### src/rtl/alu_issue_pkg.sv
// Shared types and constants for the ALU issue controller: ALU select codes,
// MIPS opcode/funct values, FSM states and the decode record.
package alu_issue_pkg;

  localparam int DATA_W = 32;
  localparam int REG_AW = 5;

  typedef enum logic [3:0] {
    SEL_AND = 4'd0,
    SEL_OR  = 4'd1,
    SEL_ADD = 4'd2,
    SEL_SUB = 4'd3,
    SEL_SLT = 4'd4,
    SEL_SLL = 4'd5,
    SEL_SRL = 4'd6,
    SEL_SRA = 4'd7,
    SEL_XOR = 4'd9,
    SEL_NOR = 4'd10,
    SEL_NOP = 4'd15
  } alu_sel_e;

  typedef enum logic [1:0] {
    ST_IDLE   = 2'd0,
    ST_DECODE = 2'd1,
    ST_EXEC   = 2'd2,
    ST_WB     = 2'd3
  } state_e;

  // IMM_NONE means data_2 comes from the rt register
  typedef enum logic [1:0] {
    IMM_NONE = 2'd0,
    IMM_SEXT = 2'd1,
    IMM_ZEXT = 2'd2
  } imm_mode_e;

  localparam logic [5:0] OP_RTYPE = 6'h00;
  localparam logic [5:0] OP_ADDI  = 6'h08;
  localparam logic [5:0] OP_ADDIU = 6'h09;
  localparam logic [5:0] OP_SLTI  = 6'h0A;
  localparam logic [5:0] OP_ANDI  = 6'h0C;
  localparam logic [5:0] OP_ORI   = 6'h0D;
  localparam logic [5:0] OP_XORI  = 6'h0E;
  localparam logic [5:0] OP_LUI   = 6'h0F;

  localparam logic [5:0] FN_SLL  = 6'h00;
  localparam logic [5:0] FN_SRL  = 6'h02;
  localparam logic [5:0] FN_SRA  = 6'h03;
  localparam logic [5:0] FN_ADD  = 6'h20;
  localparam logic [5:0] FN_ADDU = 6'h21;
  localparam logic [5:0] FN_SUB  = 6'h22;
  localparam logic [5:0] FN_SUBU = 6'h23;
  localparam logic [5:0] FN_AND  = 6'h24;
  localparam logic [5:0] FN_OR   = 6'h25;
  localparam logic [5:0] FN_XOR  = 6'h26;
  localparam logic [5:0] FN_NOR  = 6'h27;
  localparam logic [5:0] FN_SLT  = 6'h2A;

  typedef struct packed {
    alu_sel_e   sel;
    imm_mode_e  imm_mode;
    logic       zero_d1;
    logic [4:0] shamt;
    logic [4:0] dest;
    logic       illegal;
  } dec_t;

  function automatic logic [31:0] ext_imm(input imm_mode_e m, input logic [15:0] imm);
    return (m == IMM_SEXT) ? {{16{imm[15]}}, imm} : {16'h0000, imm};
  endfunction

endpackage

### src/rtl/alu_issue_decode.sv
// Combinational decode of one MIPS R-type / ALU-immediate word into ALU controls.
// Optional macro ALU_ISSUE_LUI_EN: decode LUI as SLL of the zero-extended imm by 16.
module alu_issue_decode
  import alu_issue_pkg::*;
(
  input  logic [31:0] instr,
  output dec_t        dec
);

  logic [5:0] opcode;
  logic [5:0] funct;
  logic [4:0] rt;
  logic       unused_rs;

  assign opcode    = instr[31:26];
  assign funct     = instr[5:0];
  assign rt        = instr[20:16];
  assign unused_rs = ^instr[25:21];

  alu_sel_e  sel;
  imm_mode_e imm;
  logic      shift;
  logic [4:0] shamt;
  logic [4:0] dest;
  logic      ok;

  always_comb begin
    sel   = SEL_NOP;
    imm   = IMM_NONE;
    shift = 1'b0;
    shamt = 5'd0;
    dest  = 5'd0;
    ok    = 1'b1;
    case (opcode)
      OP_RTYPE: begin
        dest = instr[15:11];
        case (funct)
          FN_AND:          sel = SEL_AND;
          FN_OR:           sel = SEL_OR;
          FN_ADD, FN_ADDU: sel = SEL_ADD;
          FN_SUB, FN_SUBU: sel = SEL_SUB;
          FN_SLT:          sel = SEL_SLT;
          FN_XOR:          sel = SEL_XOR;
          FN_NOR:          sel = SEL_NOR;
          FN_SLL: begin sel = SEL_SLL; shift = 1'b1; shamt = instr[10:6]; end
          FN_SRL: begin sel = SEL_SRL; shift = 1'b1; shamt = instr[10:6]; end
          FN_SRA: begin sel = SEL_SRA; shift = 1'b1; shamt = instr[10:6]; end
          default: ok = 1'b0;
        endcase
      end
      OP_ADDI, OP_ADDIU: begin sel = SEL_ADD; imm = IMM_SEXT; dest = rt; end
      OP_SLTI:           begin sel = SEL_SLT; imm = IMM_SEXT; dest = rt; end
      OP_ANDI:           begin sel = SEL_AND; imm = IMM_ZEXT; dest = rt; end
      OP_ORI:            begin sel = SEL_OR;  imm = IMM_ZEXT; dest = rt; end
      OP_XORI:           begin sel = SEL_XOR; imm = IMM_ZEXT; dest = rt; end
`ifdef ALU_ISSUE_LUI_EN
      OP_LUI: begin
        sel = SEL_SLL; imm = IMM_ZEXT; shift = 1'b1; shamt = 5'd16; dest = rt;
      end
`endif
      default: ok = 1'b0;
    endcase

    // Undecodable words collapse to a NOP with no destination
    if (!ok) begin
      sel   = SEL_NOP;
      imm   = IMM_NONE;
      shift = 1'b1;
      shamt = 5'd0;
      dest  = 5'd0;
    end

    dec.sel      = sel;
    dec.imm_mode = imm;
    dec.zero_d1  = shift;
    dec.shamt    = shamt;
    dec.dest     = dest;
    dec.illegal  = !ok;
  end

endmodule

### src/rtl/alu_issue_ctrl.sv
// Four-state issue controller feeding the ALU and the register-file write port.
// Optional macro ALU_ISSUE_LUI_EN enables LUI decode (see alu_issue_decode).
module alu_issue_ctrl
  import alu_issue_pkg::*;
#(
  parameter int DATA_W = 32,
  parameter int REG_AW = 5
) (
  input  logic              clk,
  input  logic              rst_n,
  input  logic              instr_valid,
  output logic              instr_ready,
  input  logic [31:0]       instr,
  output logic [REG_AW-1:0] rs_addr,
  output logic [REG_AW-1:0] rt_addr,
  input  logic [DATA_W-1:0] rs_data,
  input  logic [DATA_W-1:0] rt_data,
  output logic [3:0]        alu_sel,
  output logic [4:0]        alu_shamt,
  output logic [DATA_W-1:0] alu_data_1,
  output logic [DATA_W-1:0] alu_data_2,
  input  logic [DATA_W-1:0] alu_out,
  output logic              wb_en,
  output logic [REG_AW-1:0] wb_addr,
  output logic [DATA_W-1:0] wb_data,
  output logic              illegal
);

  state_e            state_q, state_d;
  logic [31:0]       ir_q, ir_d;
  logic              ready_q, ready_d;
  alu_sel_e          sel_q, sel_d;
  logic [4:0]        shamt_q, shamt_d;
  logic [DATA_W-1:0] d1_q, d1_d;
  logic [DATA_W-1:0] d2_q, d2_d;
  logic [REG_AW-1:0] dest_q, dest_d;
  logic              ill_pend_q, ill_pend_d;
  logic              wb_en_q, wb_en_d;
  logic [DATA_W-1:0] wb_data_q, wb_data_d;
  logic              illegal_q, illegal_d;

  dec_t dec;

  alu_issue_decode u_decode (
    .instr (ir_q),
    .dec   (dec)
  );

  assign rs_addr = ir_q[25:21];
  assign rt_addr = ir_q[20:16];

  always_comb begin
    state_d    = state_q;
    ir_d       = ir_q;
    sel_d      = sel_q;
    shamt_d    = shamt_q;
    d1_d       = d1_q;
    d2_d       = d2_q;
    dest_d     = dest_q;
    ill_pend_d = ill_pend_q;
    wb_data_d  = wb_data_q;
    wb_en_d    = 1'b0;
    illegal_d  = 1'b0;
    case (state_q)
      ST_IDLE: begin
        if (instr_valid && ready_q) begin
          ir_d    = instr;
          state_d = ST_DECODE;
        end
      end
      ST_DECODE: begin
        sel_d      = dec.sel;
        shamt_d    = dec.shamt;
        dest_d     = dec.dest;
        ill_pend_d = dec.illegal;
        d1_d       = dec.zero_d1 ? '0 : rs_data;
        d2_d       = (dec.imm_mode == IMM_NONE) ? rt_data : ext_imm(dec.imm_mode, ir_q[15:0]);
        if (dec.illegal) begin
          d1_d = '0;
          d2_d = '0;
        end
        state_d = ST_EXEC;
      end
      ST_EXEC: begin
        wb_data_d = alu_out;
        wb_en_d   = !ill_pend_q && (dest_q != '0);
        illegal_d = ill_pend_q;
        state_d   = ST_WB;
      end
      default: state_d = ST_IDLE;
    endcase
    // Ready is a registered flag so it can leave reset low and rise one edge later
    ready_d = (state_d == ST_IDLE);
  end

  always_ff @(posedge clk or negedge rst_n) begin
    if (!rst_n) begin
      state_q    <= ST_IDLE;
      ir_q       <= '0;
      ready_q    <= 1'b0;
      sel_q      <= SEL_AND;
      shamt_q    <= '0;
      d1_q       <= '0;
      d2_q       <= '0;
      dest_q     <= '0;
      ill_pend_q <= 1'b0;
      wb_en_q    <= 1'b0;
      wb_data_q  <= '0;
      illegal_q  <= 1'b0;
    end else begin
      state_q    <= state_d;
      ir_q       <= ir_d;
      ready_q    <= ready_d;
      sel_q      <= sel_d;
      shamt_q    <= shamt_d;
      d1_q       <= d1_d;
      d2_q       <= d2_d;
      dest_q     <= dest_d;
      ill_pend_q <= ill_pend_d;
      wb_en_q    <= wb_en_d;
      wb_data_q  <= wb_data_d;
      illegal_q  <= illegal_d;
    end
  end

  assign instr_ready = ready_q;
  assign alu_sel     = sel_q;
  assign alu_shamt   = shamt_q;
  assign alu_data_1  = d1_q;
  assign alu_data_2  = d2_q;
  assign wb_en       = wb_en_q;
  assign wb_addr     = dest_q;
  assign wb_data     = wb_data_q;
  assign illegal     = illegal_q;

endmodule
### config.mk
export PLATFORM = sky130hd
export DESIGN_NAME = alu_issue_ctrl
export DESIGN_NICKNAME = d
export VERILOG_FILES = /design/src/rtl/alu_issue_pkg.sv /design/src/rtl/alu_issue_decode.sv /design/src/rtl/alu_issue_ctrl.sv
export SDC_FILE = /design/constraint.sdc
export NUM_CORES = 1
export LEC_CHECK = 0
export ABC_AREA = 1
export BUFFER_PORTS_ARGS = -buffer_cell sky130_fd_sc_hd__buf_2
export CAP_MARGIN = 10
export CORE_UTILIZATION = 53
export DETAILED_ROUTE_END_ITERATION = 10
export GPL_TIMING_DRIVEN = 0
export PLACE_DENSITY = 0.92
export SYNTH_ARGS = -nofsm -noshare
export SYNTH_HDL_FRONTEND = slang
export SYNTH_SLANG_ARGS = --single-unit
### constraint.sdc
create_clock -name clk -period 3.2 [get_ports clk]
set_input_delay 0.48 -clock clk [delete_from_list [all_inputs] [get_ports clk]]
set_output_delay 0.48 -clock clk [all_outputs]
set_load 0.005 [all_outputs]
==> results.json <==
{
  "cts-htree-levels": 4,
  "first_global_vias": 5378,
  "design.core.area_mm2": 0.0121,
  "seq_area_frac_synth": 0.560,
  "fmax_ghz": 0.477,
  "relSlewSlack": 0.554,
  "drt_iter0_markers": 321,
  "hp-class": "input pin to async pin",
  "cp_num_buf_inv": 4,
  "clk_pin_slew_ns": 0.06,
  "min_period_over_period": 0.656,
  "path_max_fanout": 10,
  "rrSetupSlack_ns": 1.10,
  "grt_setup_unrepaired": "false",
  "slowest_delay_ns": 0.40,
  "yosys_warnings": 0,
  "io_buffers": 253,
  "drive_gt1_frac": 0.508,
  "synth_top_area_share": 0.560,
  "p_per_area_mw_per_mm2": 1000,
  "startpoint_type": "flop",
  "cts_setup_buffers": 0,
  "vias": 5475,
  "r2r_cells": 7,
  "firstDrtPassIters": 5,
  "r2r-start": "state_q[1]$_DFF_PN0_",
  "grt_first_pass_wirelength_mm": 27.5,
  "drv_slew": 0,
  "setup_violations": 0,
  "path_common_cell": "buf_2",
  "yosys.area.top_type": "dfrtp_1",
  "hpwlAfterDp_mm": 12.9,
  "fp.dieH_um": 114,
  "ant_nets": 0,
  "area_delta_synth_final_pct": 32.5,
  "cts_tree": "done",
  "viasPerCell": 5.09,
  "cp_cell_sequence": "inv_1 -> ha_1 -> nand3_1 -> buf_2 -> buf_2 -> buf_1 -> a21oi_1",
  "overflow": 0,
  "cts_root_buf": "clkbuf_16",
  "hold_buffers": 0,
  "rows": 40,
  "synth_top_cells_by_area": "dfrtp_1, mux2_2, nand2_1",
  "clk_latency_ns": 0.42,
  "power_uw": 8790,
  "gp_congestion": 0.901,
  "die-width_um": 114,
  "clock-sinks": 148,
  "ir_drop_v": 0.000552,
  "fin_worst_skew_ns": 0.00823,
  "tightest_slew_ns": 0.669,
  "finalWirelength_mm": 17.6,
  "antenna_found_initial": 2,
  "end_kind": "flop",
  "layout.nets": 1029,
  "crit_family": "buffers and inverters",
  "grt_max_degree": 85,
  "final.min_clock_period_ns": 2.10,
  "drc_errors": 0,
  "top_level_ports": 254,
  "whs_ns": 0.0410,
  "synthCells": 622,
  "r2r_end": "ir_q[14]$_DFFE_PN0P_",
  "syn_area_per_cell_um2": 10.6,
  "fin_util": 0.724,
  "cp_slowest_cell": "dfrtp_1",
  "report.final.hold_viol_count": 0,
  "crit_type": "flop to flop",
  "netlist_area_mm2": 0.00662,
  "required_ns": 3.47,
  "ys_seq_elements": 148,
  "wire_per_inst_um": 16.4,
  "synth_nets": 756,
  "cts_made_buffers": 17,
  "cts_buffer_depth": 2,
  "dieArea_mm2": 0.0129,
  "max_cap_violations": 0,
  "grtUsageTotal": 0.283,
  "initial_core_util": 0.546,
  "status": "finished, final reports clean",
  "power_leakage_uw": 0.00458,
  "cts_resized": 0,
  "critPathArrivalTime_ns": 2.37,
  "synth_cell_type_count": 36
}
-- cell usage in the layout (no fill, tap or decap), types with 3 or more instances in the layout --
cell	n
a21oi_1	18
buf_2	259
buf_4	12
buf_6	8
buf_8	3
bufinv_16	4
clkbuf_1	13
clkbuf_16	17
clkbuf_8	4
dfrtp_1	148
ha_1	3
inv_1	21
inv_2	4
mux2_2	50
nand2_1	132
nand2_2	28
nand2_4	5
nand3_1	12
nor2_1	29
nor2_4	3
o21ai_0	37
o21ai_1	24
o21ai_2	44
or2_2	5
-- routing by layer --
metal	track usage	vias to the layer above	share of wire
met3	0.0654	26	0.058
li1	-	2593	-
met2	0.505	217	0.52
met5	0	-	0.00091
met4	0.102	2	0.018
met1	0.334	2637	0.40
-- metrics by stage --
stage	setup TNS (ns)	setup WS, ns	cells	instance area, um2
floorplan	0	1.59	622	6620
global placement	-59.45	-0.413	1043	8090
detailed placement	0	1.18	1044	8130
CTS	0	1.09	1075	8760
global route	0	0.951	1075	8760
finish	0	1.10	1076	8770
-- synthesized netlist by cell type --
cell,instances
buf_1,2
nand2_4,5
nand4_1,2
buf_6,7
clkbuf_1,11
inv_12,1
buf_12,2
nand4_4,1
a22oi_1,1
buf_4,12
a21oi_2,1
inv_2,4
inv_1,21
buf_8,3
nand3_2,1
o21ai_0,37
or2_1,1
mux2_2,50
nor2_4,3
nand3_1,12
nor2_1,29
nor2_2,2
o21ai_4,1
or2_2,5
nand2_2,28
nand2_1,132
inv_4,1
dfrtp_1,148
a21oi_1,18
o21ai_1,24
ha_1,3
o311ai_0,1
o211ai_1,1
buf_2,7
a31oi_1,1
o21ai_2,44
-- power breakdown --
group	internal (uW)	switching, uW
Combinational	1570	1860
Clock	1380	748
Sequential	2720	504
-- worst reg2reg max path, delay by kind of cell, from the launching register on --
kind	cells	cell delay, ns
compound gates	1	0.17
flops	1	0.40
simple gates	1	0.13
fa+ha+maj	1	0.22
buf+inv	4	1.04
-- cells by family after synthesis --
group	after synthesis	share of synthesized area
and+or+nand+nor	221	0.155
DFF	148	0.560
muxes	50	0.0851
buffers and inverters	71	0.0686
AOI/OAI and AO/OA	129	0.126
adders and majority gates	3	0.00567
-- flip-flops by register name, summed over array words and instances, names as in the netlist, 2 cells and up --
name and count:
alu_data_1 32, alu_data_2 32, alu_sel 4, alu_shamt 5, ir_q 32, state_q 2
wb_addr 5, wb_data 32
-- cell type report --
cell class	instances	area, um2
fillers	891	3350
flip-flops and latches	148	3700
multi-input cells	403	2460
repair buffers	254	1300
plain buffers	44	338
inverters	27	116
well taps	168	210
clock inverters	8	148
diodes	1	2.50
clock buffers	23	488
-- worst max-delay path by stage --
stage	cells after the start	end	from	slack, ns
after floorplan	7	ir_q[11]$_DFFE_PN0P_	state_q[0]$_DFF_PN0_	1.59
after global placement	1	alu_data_1[21]$_DFFE_PN0N_	rst_n	-0.41
after detailed placement	8	alu_data_2[15]$_DFFE_PN0N_	state_q[1]$_DFF_PN0_	1.18
after CTS	7	ir_q[14]$_DFFE_PN0P_	state_q[0]$_DFF_PN0_	1.09
after global routing	7	ir_q[14]$_DFFE_PN0P_	state_q[0]$_DFF_PN0_	0.95
final	7	ir_q[14]$_DFFE_PN0P_	state_q[1]$_DFF_PN0_	1.10
No activity file was read; power rests on OpenSTA's default activity.
